File: src/rtl/alu_issue_pkg.sv
// rtl/alu_issue_pkg.sv - opcode, ALU code and state definitions shared by the issue stage
package alu_issue_pkg;

  localparam logic [6:0] OP_R      = 7'b0110011;
  localparam logic [6:0] OP_I      = 7'b0010011;
  localparam logic [6:0] OP_LOAD   = 7'b0000011;
  localparam logic [6:0] OP_STORE  = 7'b0100011;
  localparam logic [6:0] OP_BRANCH = 7'b1100011;
  localparam logic [6:0] OP_JAL    = 7'b1101111;
  localparam logic [6:0] OP_JALR   = 7'b1100111;
  localparam logic [6:0] OP_LUI    = 7'b0110111;
  localparam logic [6:0] OP_AUIPC  = 7'b0010111;

  localparam logic [5:0] ADD  = 6'b000000;
  localparam logic [5:0] SUB  = 6'b001000;
  localparam logic [5:0] SLL  = 6'b000001;
  localparam logic [5:0] SLT  = 6'b000010;
  localparam logic [5:0] SLTU = 6'b000011;
  localparam logic [5:0] XOR  = 6'b000100;
  localparam logic [5:0] SRL  = 6'b000101;
  localparam logic [5:0] SRA  = 6'b001101;
  localparam logic [5:0] OR   = 6'b000110;
  localparam logic [5:0] AND  = 6'b000111;
  localparam logic [5:0] BEQ  = 6'b010000;
  localparam logic [5:0] BNE  = 6'b010001;
  localparam logic [5:0] BLT  = 6'b010100;
  localparam logic [5:0] BGE  = 6'b010101;
  localparam logic [5:0] BLTU = 6'b010110;
  localparam logic [5:0] BGEU = 6'b010111;
  localparam logic [5:0] JAL  = 6'b011111;
  localparam logic [5:0] JALR = 6'b111111;

  typedef enum logic {ST_EMPTY, ST_FULL} state_e;

  typedef enum logic [2:0] {
    SEL_RS, SEL_IMM, SEL_SHAMT, SEL_LUI, SEL_AUIPC, SEL_LINK
  } opsel_e;

endpackage

File: src/rtl/alu_ctrl_decode.sv
// rtl/alu_ctrl_decode.sv - combinational RV32I decode: ALU code, immediate, operand select
module alu_ctrl_decode
  import alu_issue_pkg::*;
#(
  parameter int XLEN = 32
) (
  input  logic [31:0]     instruction_i,
  output logic [5:0]      alu_ctrl_o,
  output logic            branch_op_o,
  output logic            illegal_o,
  output logic [XLEN-1:0] imm_o,
  output opsel_e          opsel_o
);

  logic [6:0]  opcode;
  logic [2:0]  f3;
  logic        b30;
  logic [31:0] imm_i, imm_s, imm_b, imm_u, imm_j, imm32;

  assign opcode = instruction_i[6:0];
  assign f3     = instruction_i[14:12];
  assign b30    = instruction_i[30];

  assign imm_i = {{20{instruction_i[31]}}, instruction_i[31:20]};
  assign imm_s = {{20{instruction_i[31]}}, instruction_i[31:25], instruction_i[11:7]};
  assign imm_b = {{19{instruction_i[31]}}, instruction_i[31], instruction_i[7],
                  instruction_i[30:25], instruction_i[11:8], 1'b0};
  assign imm_u = {instruction_i[31:12], 12'b0};
  assign imm_j = {{11{instruction_i[31]}}, instruction_i[31], instruction_i[19:12],
                  instruction_i[20], instruction_i[30:21], 1'b0};

  always_comb begin
    alu_ctrl_o  = ADD;
    branch_op_o = 1'b0;
    illegal_o   = 1'b0;
    imm32       = '0;
    opsel_o     = SEL_RS;
    case (opcode)
      OP_R: alu_ctrl_o = {2'b00, b30, f3};
      OP_I: begin
        imm32 = imm_i;
        // Only shifts use bit 30; elsewhere it is immediate data (ADDI must not become SUB).
        if (f3 == 3'b001 || f3 == 3'b101) begin
          alu_ctrl_o = {2'b00, b30, f3};
          opsel_o    = SEL_SHAMT;
        end else begin
          alu_ctrl_o = {3'b000, f3};
          opsel_o    = SEL_IMM;
        end
      end
      OP_LOAD: begin
        imm32   = imm_i;
        opsel_o = SEL_IMM;
      end
      OP_STORE: begin
        imm32   = imm_s;
        opsel_o = SEL_IMM;
      end
      OP_BRANCH: begin
        alu_ctrl_o  = {3'b010, f3};
        branch_op_o = 1'b1;
        illegal_o   = (f3 == 3'b010) || (f3 == 3'b011);
        imm32       = imm_b;
      end
      OP_JAL: begin
        alu_ctrl_o  = JAL;
        branch_op_o = 1'b1;
        imm32       = imm_j;
        opsel_o     = SEL_LINK;
      end
      OP_JALR: begin
        alu_ctrl_o  = JALR;
        branch_op_o = 1'b1;
        imm32       = imm_i;
        opsel_o     = SEL_LINK;
      end
      OP_LUI: begin
        imm32   = imm_u;
        opsel_o = SEL_LUI;
      end
      OP_AUIPC: begin
        imm32   = imm_u;
        opsel_o = SEL_AUIPC;
      end
      default: illegal_o = 1'b1;
    endcase
  end

  assign imm_o = XLEN'($signed(imm32));

endmodule

File: src/rtl/alu_issue_stage.sv
// rtl/alu_issue_stage.sv - decode/issue stage with a single-entry ID/EX register feeding the ALU
module alu_issue_stage
  import alu_issue_pkg::*;
#(
  parameter int          XLEN         = 32,
  parameter logic [31:0] RESET_PC_NOP = 32'h00000013
) (
  input  logic            clock,
  input  logic            reset,
  input  logic            in_valid,
  output logic            in_ready,
  input  logic [31:0]     instruction,
  input  logic [XLEN-1:0] pc,
  input  logic [XLEN-1:0] rs1_data,
  input  logic [XLEN-1:0] rs2_data,
  input  logic            flush,
  output logic            out_valid,
  input  logic            out_ready,
  output logic [5:0]      ALU_Control,
  output logic [XLEN-1:0] operand_A,
  output logic [XLEN-1:0] operand_B,
  output logic            branch_op,
  output logic [XLEN-1:0] store_data,
  output logic [XLEN-1:0] imm,
  output logic            illegal
);

  state_e          state_q, state_d;
  logic            accept;
  logic [31:0]     instr_q;
  logic [XLEN-1:0] pc_q, rs1_q, rs2_q;
  opsel_e          opsel;

  always_ff @(posedge clock or posedge reset) begin
    if (reset) begin
      state_q <= ST_EMPTY;
      instr_q <= RESET_PC_NOP;
      pc_q    <= '0;
      rs1_q   <= '0;
      rs2_q   <= '0;
    end else begin
      state_q <= state_d;
      if (accept) begin
        instr_q <= instruction;
        pc_q    <= pc;
        rs1_q   <= rs1_data;
        rs2_q   <= rs2_data;
      end
    end
  end

  always_comb begin
    state_d  = state_q;
    in_ready = (state_q == ST_EMPTY) || out_ready || flush;
    accept   = in_valid && in_ready && !flush;
    if (flush) begin
      state_d = ST_EMPTY;
    end else if (accept) begin
      state_d = ST_FULL;
    end else if (out_ready) begin
      state_d = ST_EMPTY;
    end
  end

  assign out_valid  = (state_q == ST_FULL);
  assign store_data = rs2_q;

  // Decoding the held NOP yields the all-zero reset outputs without separate output flops.
  alu_ctrl_decode #(.XLEN(XLEN)) u_decode (
    .instruction_i (instr_q),
    .alu_ctrl_o    (ALU_Control),
    .branch_op_o   (branch_op),
    .illegal_o     (illegal),
    .imm_o         (imm),
    .opsel_o       (opsel)
  );

  always_comb begin
    operand_A = rs1_q;
    operand_B = rs2_q;
    case (opsel)
      SEL_IMM:   operand_B = imm;
      SEL_SHAMT: operand_B = XLEN'(instr_q[24:20]);
      SEL_LUI: begin
        operand_A = '0;
        operand_B = imm;
      end
      SEL_AUIPC: begin
        operand_A = pc_q;
        operand_B = imm;
      end
      SEL_LINK: begin
        operand_A = pc_q + XLEN'(4);
        operand_B = imm;
      end
      default: ;
    endcase
  end

endmodule

File: config.mk
export PLATFORM = sky130hd
export DESIGN_NAME = alu_issue_stage
export DESIGN_NICKNAME = d
export VERILOG_FILES = /design/src/rtl/alu_issue_pkg.sv /design/src/rtl/alu_ctrl_decode.sv /design/src/rtl/alu_issue_stage.sv
export SDC_FILE = /design/constraint.sdc
export NUM_CORES = 1
export LEC_CHECK = 0
export ABC_CLOCK_PERIOD_IN_PS = 5000
export CAP_MARGIN = 20
export CORE_ASPECT_RATIO = 1.2
export CORE_MARGIN = 5
export CORE_UTILIZATION = 55
export CTS_CLUSTER_DIAMETER = 100
export CTS_CLUSTER_SIZE = 10
export DETAILED_ROUTE_END_ITERATION = 8
export DONT_BUFFER_PORTS = 1
export HOLD_SLACK_MARGIN = 0.06
export PLACE_DENSITY = 0.69
export SYNTH_ARGS = -nofsm -noshare
export SYNTH_HDL_FRONTEND = slang
export SYNTH_HIERARCHICAL = 1
export SYNTH_SLANG_ARGS = --single-unit
File: constraint.sdc
create_clock -name clock -period 5 [get_ports clock]
set_input_delay 1 -clock clock [delete_from_list [all_inputs] [get_ports clock]]
set_output_delay 1 -clock clock [all_outputs]
set_load 0.01 [all_outputs]
==> results.yml, run 1 <==
cts:
  cts_max_level: 4
  ctsHoldBuffers: 0
  cts_made_buffers: 17
  cts_resized: 0
  postCtsSetupBuffers: 0
  cts_root_buffer: "clkbuf_16"
  clk_pin_slew_ns: 0.06
  cts_tree: "done"
  clock_latency_ns: 0.42
  cts_buffer_depth: 2
  clkSinkCount: 129
place:
  hpwlAfterDp_microns: 14980
  io_buffer_count: 0
  gp_congestion: 0.8472
global_routing:
  grt_pass1_vias: 5423
  grt.total_usage_pct: 26.57
  gr-total-overflow: 0
  antenna_found_initial: 1
  grt_max_degree: 134
  grt_first_pass_wirelength_microns: 31320
synth:
  avgSynthCellArea_sq_um: 11.01
  synth_edf_count: 0
  synthDistinctLibCells: 61
  async_flop_share_pct: 100.0
  synth-seq-cells: 129
  syn_nets: 774
  netlist_area_sq_um: 7049
  synthFlopType: "dfrtp_1"
  postSynthCellCount: 640
  synth_warnings: 6
  seq_area_frac_synth_pct: 45.85
floorplan:
  initial_utilization_pct: 55.89
  dieWidth_microns: 113.3
  core_area_sq_um: 12610
  die_height_microns: 134.0
  pin_count: 271
  rows: 45
  dieArea_sq_um: 15190
power:
  p_leak_uw: 0.003389
  p_per_area_nw_per_um2: 456.2
  irDropWorstVdd_uv: 269.7
sta:
  hold_ws_ns: 0.5073
  rsz0062_at_grt: "false"
  max_freq_mhz: 226.8
  drv_slew: 0
  layout_worst_path_cycle_share_pct: 88.18
  finClkSkew_ns: 0.006082
  hold_viol_final: 0
  slew-limit-headroom_pct: 36.01
  tns_ns: 0
  min_period_ns: 4.409
  worst_slew_pin_slew_ns: 0.9598
  setup_violations: 0
critical_path:
  rr_startpoint: "out_valid"
  worstPathMaxFanout: 13
  endpoint_kind: "output pin"
  crit_type: "reg2out"
  start_kind: "flip-flop"
  cp.required_ns: 4.00
  crit_arrival_ns: 3.41
  crit_start: "instr_q[2]"
cells_and_area:
  drive_gt1_share_pct: 29.73
  nFillCells: 980
  nets: 760
  fin_util_pct: 62.54
  synthToLayoutAreaGrowth_pct: 11.89
hold_path:
  hold_path_class: "reg2reg"
  worstHoldStart: "rs1_q[8]"
routing:
  firstDrtPassIters: 5
  drtIter0Drc: 467
  vias: 5297
  routed_wirelength_microns: 20330
  post-route-drc-count: 0
  post_drt_wl_per_cell_microns: 25.29
  final_antenna_net_count: 0
  via_per_inst: 6.588
run_status:
  status: "finished clean"
job:
  drv_cap: 0
-- state kept, by name, indices dropped and copies added (netlist names) --
signal	flops
instr_q	32
pc_q	32
rs1_q	32
store_data	32
out_valid	1
-- cell families (layout without fill, tap and decap cells) --
group	count (synthesis)	in the layout	synth area share [%]
other cells	0	1	0
xor+xnor	14	14	1.739
buf+inv	57	56	3.656
compound gates	140	140	14.86
simple gates	163	163	12.07
mux	136	136	21.65
flops	129	129	45.85
fa+ha+maj	1	1	0.1775
-- where the power goes --
part / internal, uW / switching (uW)
registers: 1230 / 246
clock network: 1000 / 468
logic: 298 / 354
-- area by class of cell --
class                      count  area [sq um]  area share [%]
inverter                      12         50.05          0.6345
tap                          164         205.2           2.602
clock buffer                  20         446.7           5.663
clock inverter                12         252.7           3.204
sequential                   129          3232           40.97
antenna                        1         2.502         0.03173
multi-input combinational    454          3581           45.40
timing repair buffer          12         117.6           1.491
-- per-stage QoR --
stage / cell area [sq um] / total power, uW / setup WS, ns / cells
6_report: 7888 / 3598 / 0.5911 / 804
5_1_grt: 7888 / 3758 / 0.3324 / 804
4_1_cts: 7855 / 3618 / 0.5966 / 801
3_5_place_dp: 7156 / 2140 / 1.051 / 769
3_3_place_gp: 7156 / 2114 / 1.110 / 769
2_1_floorplan: 7049 / 1957 / 0.5640 / 640
-- cells in the final DEF (no fill, tap or decap), types with 10 or more instances in the layout --
cell type  synthesis  final
mux2_2           128    128
dfrtp_1          126    126
nand2_1           53     53
a22o_1            33     33
nor2_1            25     24
o21ai_0           23     22
a21o_1            20     20
a21oi_1           19     18
clkbuf_16          0     17
nand3_1           13     13
inv_1             12     11
a221o_1           10     10
xnor2_1           10     10
and2_1            10     10
-- Yosys cell counts (12+ instances only) --
master | n | area (sq um)
inv_1 | 12 | 45.04
nand2_1 | 53 | 198.9
a21o_1 | 20 | 150.1
o21ai_0 | 23 | 115.1
nor2_1 | 25 | 93.84
dfrtp_1 | 126 | 3153
a22o_1 | 33 | 289.0
mux2_2 | 128 | 1441
a21oi_1 | 19 | 95.09
nand3_1 | 13 | 65.06
clkbuf_1 | 29 | 108.9
-- worst paths after layout --
check,to,cells past startpoint,slack (ns)
max,operand_A[28],9,0.59
min,rs1_q[8],1,0.51
max in group asynchronous,instr_q[1],2,3.33
min reg2reg,rs1_q[8],1,0.51
min in group asynchronous,rs1_q[10],1,0.62
max reg2reg,instr_q[31],3,3.13
-- critical path, stage by stage (launching register included) --
cell and delay [ns]:
dfrtp_1 0.59, nand3_1 0.22, nor3_2 0.14, buf_4 0.21, nand2_1 0.07, nand3_1 0.13, nand2_1 0.19, or4_1 0.70
o311a_1 0.39, a221o_1 0.33
-- routing by layer --
| metal | up-vias | global-route usage (%) | wire length (microns) |
|---|---|---|---|
| li1 | 2350 | - | - |
| met1 | 2604 | 31.86 | 7599 |
| met2 | 302 | 43.35 | 10200 |
| met3 | 41 | 9.341 | 1972 |
| met4 | 0 | 11.36 | 561 |
| met5 | - | 0 | 0 |
Note: power is estimated with default switching activity, not from simulation.
==> run 2: changes to the inputs <==
--- a/config.mk
+++ b/config.mk
@@ -7,15 +7,17 @@
 export LEC_CHECK = 0
 export ABC_CLOCK_PERIOD_IN_PS = 5000
 export CAP_MARGIN = 20
+export CELL_PAD_IN_SITES_DETAIL_PLACEMENT = 1
+export CELL_PAD_IN_SITES_GLOBAL_PLACEMENT = 1
 export CORE_ASPECT_RATIO = 1.2
 export CORE_MARGIN = 5
-export CORE_UTILIZATION = 55
+export CORE_UTILIZATION = 48
 export CTS_CLUSTER_DIAMETER = 100
 export CTS_CLUSTER_SIZE = 10
 export DETAILED_ROUTE_END_ITERATION = 8
 export DONT_BUFFER_PORTS = 1
 export HOLD_SLACK_MARGIN = 0.06
-export PLACE_DENSITY = 0.69
+export PLACE_DENSITY = 0.78
 export SYNTH_ARGS = -nofsm -noshare
 export SYNTH_HDL_FRONTEND = slang
 export SYNTH_HIERARCHICAL = 1
==> run 2 against run 1 <==
Final cell count rose by 1.2%. First-iteration DRC count fell by 21%. Clock skew rose by 0.0048 ns. Via count fell by 0.60%. Critical endpoint is now operand_A[21]. Total power fell by 2.8%. Largest power group unchanged. Worst hold slack improved by 0.0016 ns. Sequential share of layout area rose by 0.29 points. Utilization fell by 8.2 points. Flip-flop and latch count did not move. Global-route usage fell by 1.1 points.
==> results.yml, run 2 (same netlist as run 1, synthesis figures left out) <==
cells_and_area:
  nets: 760
  final_common_cell: "mux2_2"
  final_cell_mix: "mux2_2, dfrtp_1, nand2_1, a22o_1, nor2_1"
  drive_gt1_share_pct: 29.73
  synthToLayoutAreaGrowth_pct: 11.11
  diodes: 0
  fin_area_sq_um: 7833
  finalNonFillerCells: 814
routing:
  top_layer: "met4"
  final_antenna_net_count: 0
  drt-met1-wl_microns: 8205
  post-route-drc-count: 0
  routed-wl-met2_microns: 11330
  firstDrtPassIters: 4
  drtIter0Drc: 370
  vias: 5265
  via_per_inst: 6.468
  routed_wirelength_microns: 22140
  route.met3.wl_microns: 2071
  post_drt_wl_per_cell_microns: 27.20
floorplan:
  dieWidth_microns: 120.6
  die_height_microns: 142.8
  dieArea_sq_um: 17220
  core_area_sq_um: 14410
  initial_utilization_pct: 48.91
  rows: 48
  pin_count: 271
cts:
  cts_resized: 0
  postCtsSetupBuffers: 0
  clock_latency_ns: 0.42
  cts_buffer_depth: 2
  cts_max_level: 4
  cts_tree: "done"
  clk_pin_slew_ns: 0.06
  clkSinkCount: 129
  ctsHoldBuffers: 0
  cts_made_buffers: 17
  cts_root_buffer: "clkbuf_16"
hold_path:
  hold_path_class: "reg2reg"
critical_path:
  worstPathMaxFanout: 18
  path_common_cell: "nand3_1"
  crit_buf_inv: 1
  cp_slowest_stage_delay_ns: 0.63
  crit_type: "reg2out"
  cp.required_ns: 4.00
  crit_family: "simple AND/OR/NAND/NOR gates"
  cp_cell_sequence: "and3b_2 > nand4_2 > nand3_1 > buf_4 > nand3_1 > or3_2 > o311a_1 > a221o_1"
  start_kind: "flip-flop"
  cpMaxStageDelayCell: "dfrtp_1"
  endpoint_kind: "output pin"
  crit_arrival_ns: 3.58
power:
  total_power_uw: 3496
  p_leak_uw: 0.003354
  irDropWorstVdd_uv: 236.8
  p_per_area_nw_per_um2: 446.3
run_status:
  status: "finished clean"
place:
  hpwlAfterDp_microns: 16130
  io_buffer_count: 0
  gp_congestion: 0.8263
  placedCellCount: 781
  dpl_cell_area_sq_um: 7177
sta:
  hold_ws_ns: 0.5089
  min_period_ns: 4.581
  max_freq_mhz: 218.3
  hold_viol_final: 0
  finClkSkew_ns: 0.01092
  rsz0062_at_grt: "false"
  setup_violations: 0
  worst_slew_pin_slew_ns: 0.9682
  layout_worst_path_cycle_share_pct: 91.62
  slew-limit-headroom_pct: 34.91
  drv_slew: 0
  tns_ns: 0
global_routing:
  grt_pass1_vias: 5829
  grt_max_degree: 134
  antenna_found_initial: 0
  gr-total-overflow: 0
  grt.total_usage_pct: 25.46
  grt_first_pass_wirelength_microns: 33870
job:
  drv_cap: 0
[run 2: final timing paths]
kind                            start             to  slack (ns)  cells after the start
min in group asynchronous       reset        pc_q[7]        0.63                      1
max reg2reg                 out_valid       pc_q[17]        3.18                      3
min                        instr_q[9]     instr_q[9]        0.51                      1
max                        instr_q[5]  operand_A[21]        0.42                      8
max in group asynchronous       reset     instr_q[4]        3.37                      2
min reg2reg                instr_q[9]     instr_q[9]        0.51                      1
[run 2: final cells by class]
| class | instances | area, sq um |
|---|---|---|
| sequential | 129 | 3232 |
| tap | 175 | 219.0 |
| multi-input combinational | 454 | 3581 |
| fill | 1505 | 6581 |
| clock inverter | 9 | 152.6 |
| timing repair buffer | 12 | 110.1 |
| clock buffer | 23 | 488.0 |
| inverter | 12 | 50.05 |
[run 2: routing by layer]
layer	up-vias	global-route usage (%)
met2	242	44.89
met1	2634	27.77
met3	35	9.350
met4	0	10.26
met5	-	0
li1	2354	-
[run 2: worst reg2reg max path, cell delays in order, from the launching register on]
cell and delay (ns):
dfrtp_1 0.46, a21oi_4 0.20, buf_12 0.53, mux2_2 0.51
[run 2: power breakdown]
group / switching, uW / internal [uW] / leakage [uW] / total (uW)
Combinational: 367 / 297 / 0.00153 / 664
Clock: 467 / 886 / 0.000305 / 1350
Sequential: 250 / 1230 / 0.00151 / 1480
[run 2: per-stage QoR]
step           worst slack [ns]  util [%]
6_report                 0.4188     54.34
3_5_place_dp             0.9127     49.79
5_1_grt                  0.2243     54.34
2_1_floorplan            0.5640         -
3_3_place_gp             0.9817     49.79
4_1_cts                  0.4315     54.24
==> run 3: changes to the inputs <==
--- a/config.mk
+++ b/config.mk
@@ -12,12 +12,11 @@
 export CORE_ASPECT_RATIO = 1.2
 export CORE_MARGIN = 5
 export CORE_UTILIZATION = 48
-export CTS_CLUSTER_DIAMETER = 100
 export CTS_CLUSTER_SIZE = 10
 export DETAILED_ROUTE_END_ITERATION = 8
 export DONT_BUFFER_PORTS = 1
 export HOLD_SLACK_MARGIN = 0.06
-export PLACE_DENSITY = 0.78
+export PLACE_DENSITY = 0.84
 export SYNTH_ARGS = -nofsm -noshare
 export SYNTH_HDL_FRONTEND = slang
 export SYNTH_HIERARCHICAL = 1
==> run 3 against run 2 <==
Critical path depth grew 1. Sequential power is essentially flat. Wire length grew 2.6%. Clock-buffer cell count shrank 2. Clock power shrank 15%. Die area is the same. Utilization shrank 0.68 points. Non-clock buffer count is the same. Critical path type unchanged. Critical endpoint is now operand_A[28]. Largest cell class unchanged. Highest routed layer unchanged.
==> results.yml, run 3 (same netlist as run 1, synthesis figures left out) <==
routing:
  vias: 5397
  post-route-drc-count: 0
  routed-wl-met2_microns: 11580
  post_drt_wl_per_cell_microns: 27.87
  final_antenna_net_count: 0
  top_layer: "met4"
  drt-met1-wl_microns: 8437
  firstDrtPassIters: 5
  routed_wirelength_microns: 22710
  route.met3.wl_microns: 2140
  drtIter0Drc: 405
  via_per_inst: 6.622
cts:
  cts_max_level: 4
  cts_resized: 0
  clock_latency_ns: 0.42
  ctsHoldBuffers: 0
  cts_tree: "done"
  cts_made_buffers: 17
  cts_root_buffer: "clkbuf_16"
  cts_buffer_depth: 2
  clkSinkCount: 129
  postCtsSetupBuffers: 0
  clk_pin_slew_ns: 0.06
global_routing:
  gr-total-overflow: 0
  grt_max_degree: 134
  grt_pass1_vias: 5890
  grt.total_usage_pct: 26.39
  antenna_found_initial: 1
  grt_first_pass_wirelength_microns: 34930
critical_path:
  rrSetupSlack_ns: 3.16
  rr_startpoint: "out_valid"
  crit_family: "simple AND/OR/NAND/NOR gates"
  cpMaxStageDelayCell: "or4_1"
  start_kind: "flip-flop"
  crit_buf_inv: 1
  worstPathMaxFanout: 13
  cp_slowest_stage_delay_ns: 0.73
  r2r_end: "store_data[0]"
  crit_arrival_ns: 3.60
  cp.required_ns: 4.00
  endpoint_kind: "output pin"
  reg2reg_depth: 3
  crit_type: "reg2out"
  cp_cell_sequence: "nand3_1 > nor3_2 > buf_4 > nand2_1 > nand3_1 > nand2_1 > or4_1 > o311a_1 > a221o_1"
cells_and_area:
  synthToLayoutAreaGrowth_pct: 9.727
  finalNonFillerCells: 815
  drive_gt1_share_pct: 29.58
  final_common_cell: "mux2_2"
  final_cell_mix: "mux2_2, dfrtp_1, nand2_1, a22o_1, nor2_1"
  fin_area_sq_um: 7735
  nets: 760
  fin_util_pct: 53.66
sta:
  finClkSkew_ns: 0.01383
  rsz0062_at_grt: "false"
  min_period_ns: 4.603
  setup_violations: 0
  slew-limit-headroom_pct: 37.68
  drv_slew: 0
  hold_viol_final: 0
  worst_slew_pin_slew_ns: 0.9348
  tns_ns: 0
  layout_worst_path_cycle_share_pct: 92.07
  hold_ws_ns: 0.5114
  max_freq_mhz: 217.2
place:
  hpwlAfterDp_microns: 16630
  gp_congestion: 0.8727
  dpl_cell_area_sq_um: 7177
  placedCellCount: 781
  io_buffer_count: 0
floorplan:
  initial_utilization_pct: 48.91
  pin_count: 271
  dieArea_sq_um: 17220
  dieWidth_microns: 120.6
  core_area_sq_um: 14410
  rows: 48
  die_height_microns: 142.8
hold_path:
  worstHoldStart: "instr_q[8]"
  hold-path-endpoint: "instr_q[8]"
  hold_path_class: "reg2reg"
  hold_depth: 1
run_status:
  status: "finished clean"
power:
  irDropWorstVdd_uv: 199.3
  p_per_area_nw_per_um2: 427.7
  p_leak_uw: 0.003308
job:
  drv_cap: 0
==> run 3: changes by cell type in the layout (fill, tap and decap cells not counted) <==
cell	before	now
bufinv_16	4	1
clkbuf_1	2	3
clkbuf_8	4	1
clkinv_2	2	6
clkinvlp_4	3	4
diode_2	0	1
==> run 3: area by class of cell <==
type                            count  area [sq um]
Tap cell                          175         219.0
Timing Repair Buffer               12         110.1
Fill cell                        1542          6679
Multi-Input combinational cell    454          3581
Sequential cell                   129          3232
Antenna cell                        1         2.502
Clock inverter                     11         90.09
Inverter                           12         50.05
Clock buffer                       21         450.4
==> run 3: through the flow <==
step                worst slack (ns)  total power (uW)
floorplan                     0.5640              1957
detailed placement            0.8702              2164
global route                  0.1972              3468
finish                        0.3966              3308
global placement               1.011              2124
CTS                           0.4209              3327
==> run 3: power by group <==
part | switching (uW) | internal [uW]
logic | 375 | 297
registers | 252 | 1230
clock network | 465 | 690
total | 1090 | 2220
==> run 3: how the worst max path moves through the flow <==
stage,from,endpoint,slack (ns),cells past startpoint
floorplan,reset,instr_q[10],0.56,1
global route,instr_q[2],operand_A[18],0.20,10
CTS,instr_q[2],operand_A[18],0.42,10
detailed placement,instr_q[2],operand_A[18],0.87,10
global placement,instr_q[2],operand_A[28],1.01,9
finish,instr_q[2],operand_A[28],0.40,9
==> run 3: layer usage <==
metal	GRT usage [%]	vias up
li1	-	2346
met1	30.66	2749
met2	44.95	266
met3	9.113	36
met4	10.38	0
met5	0	-
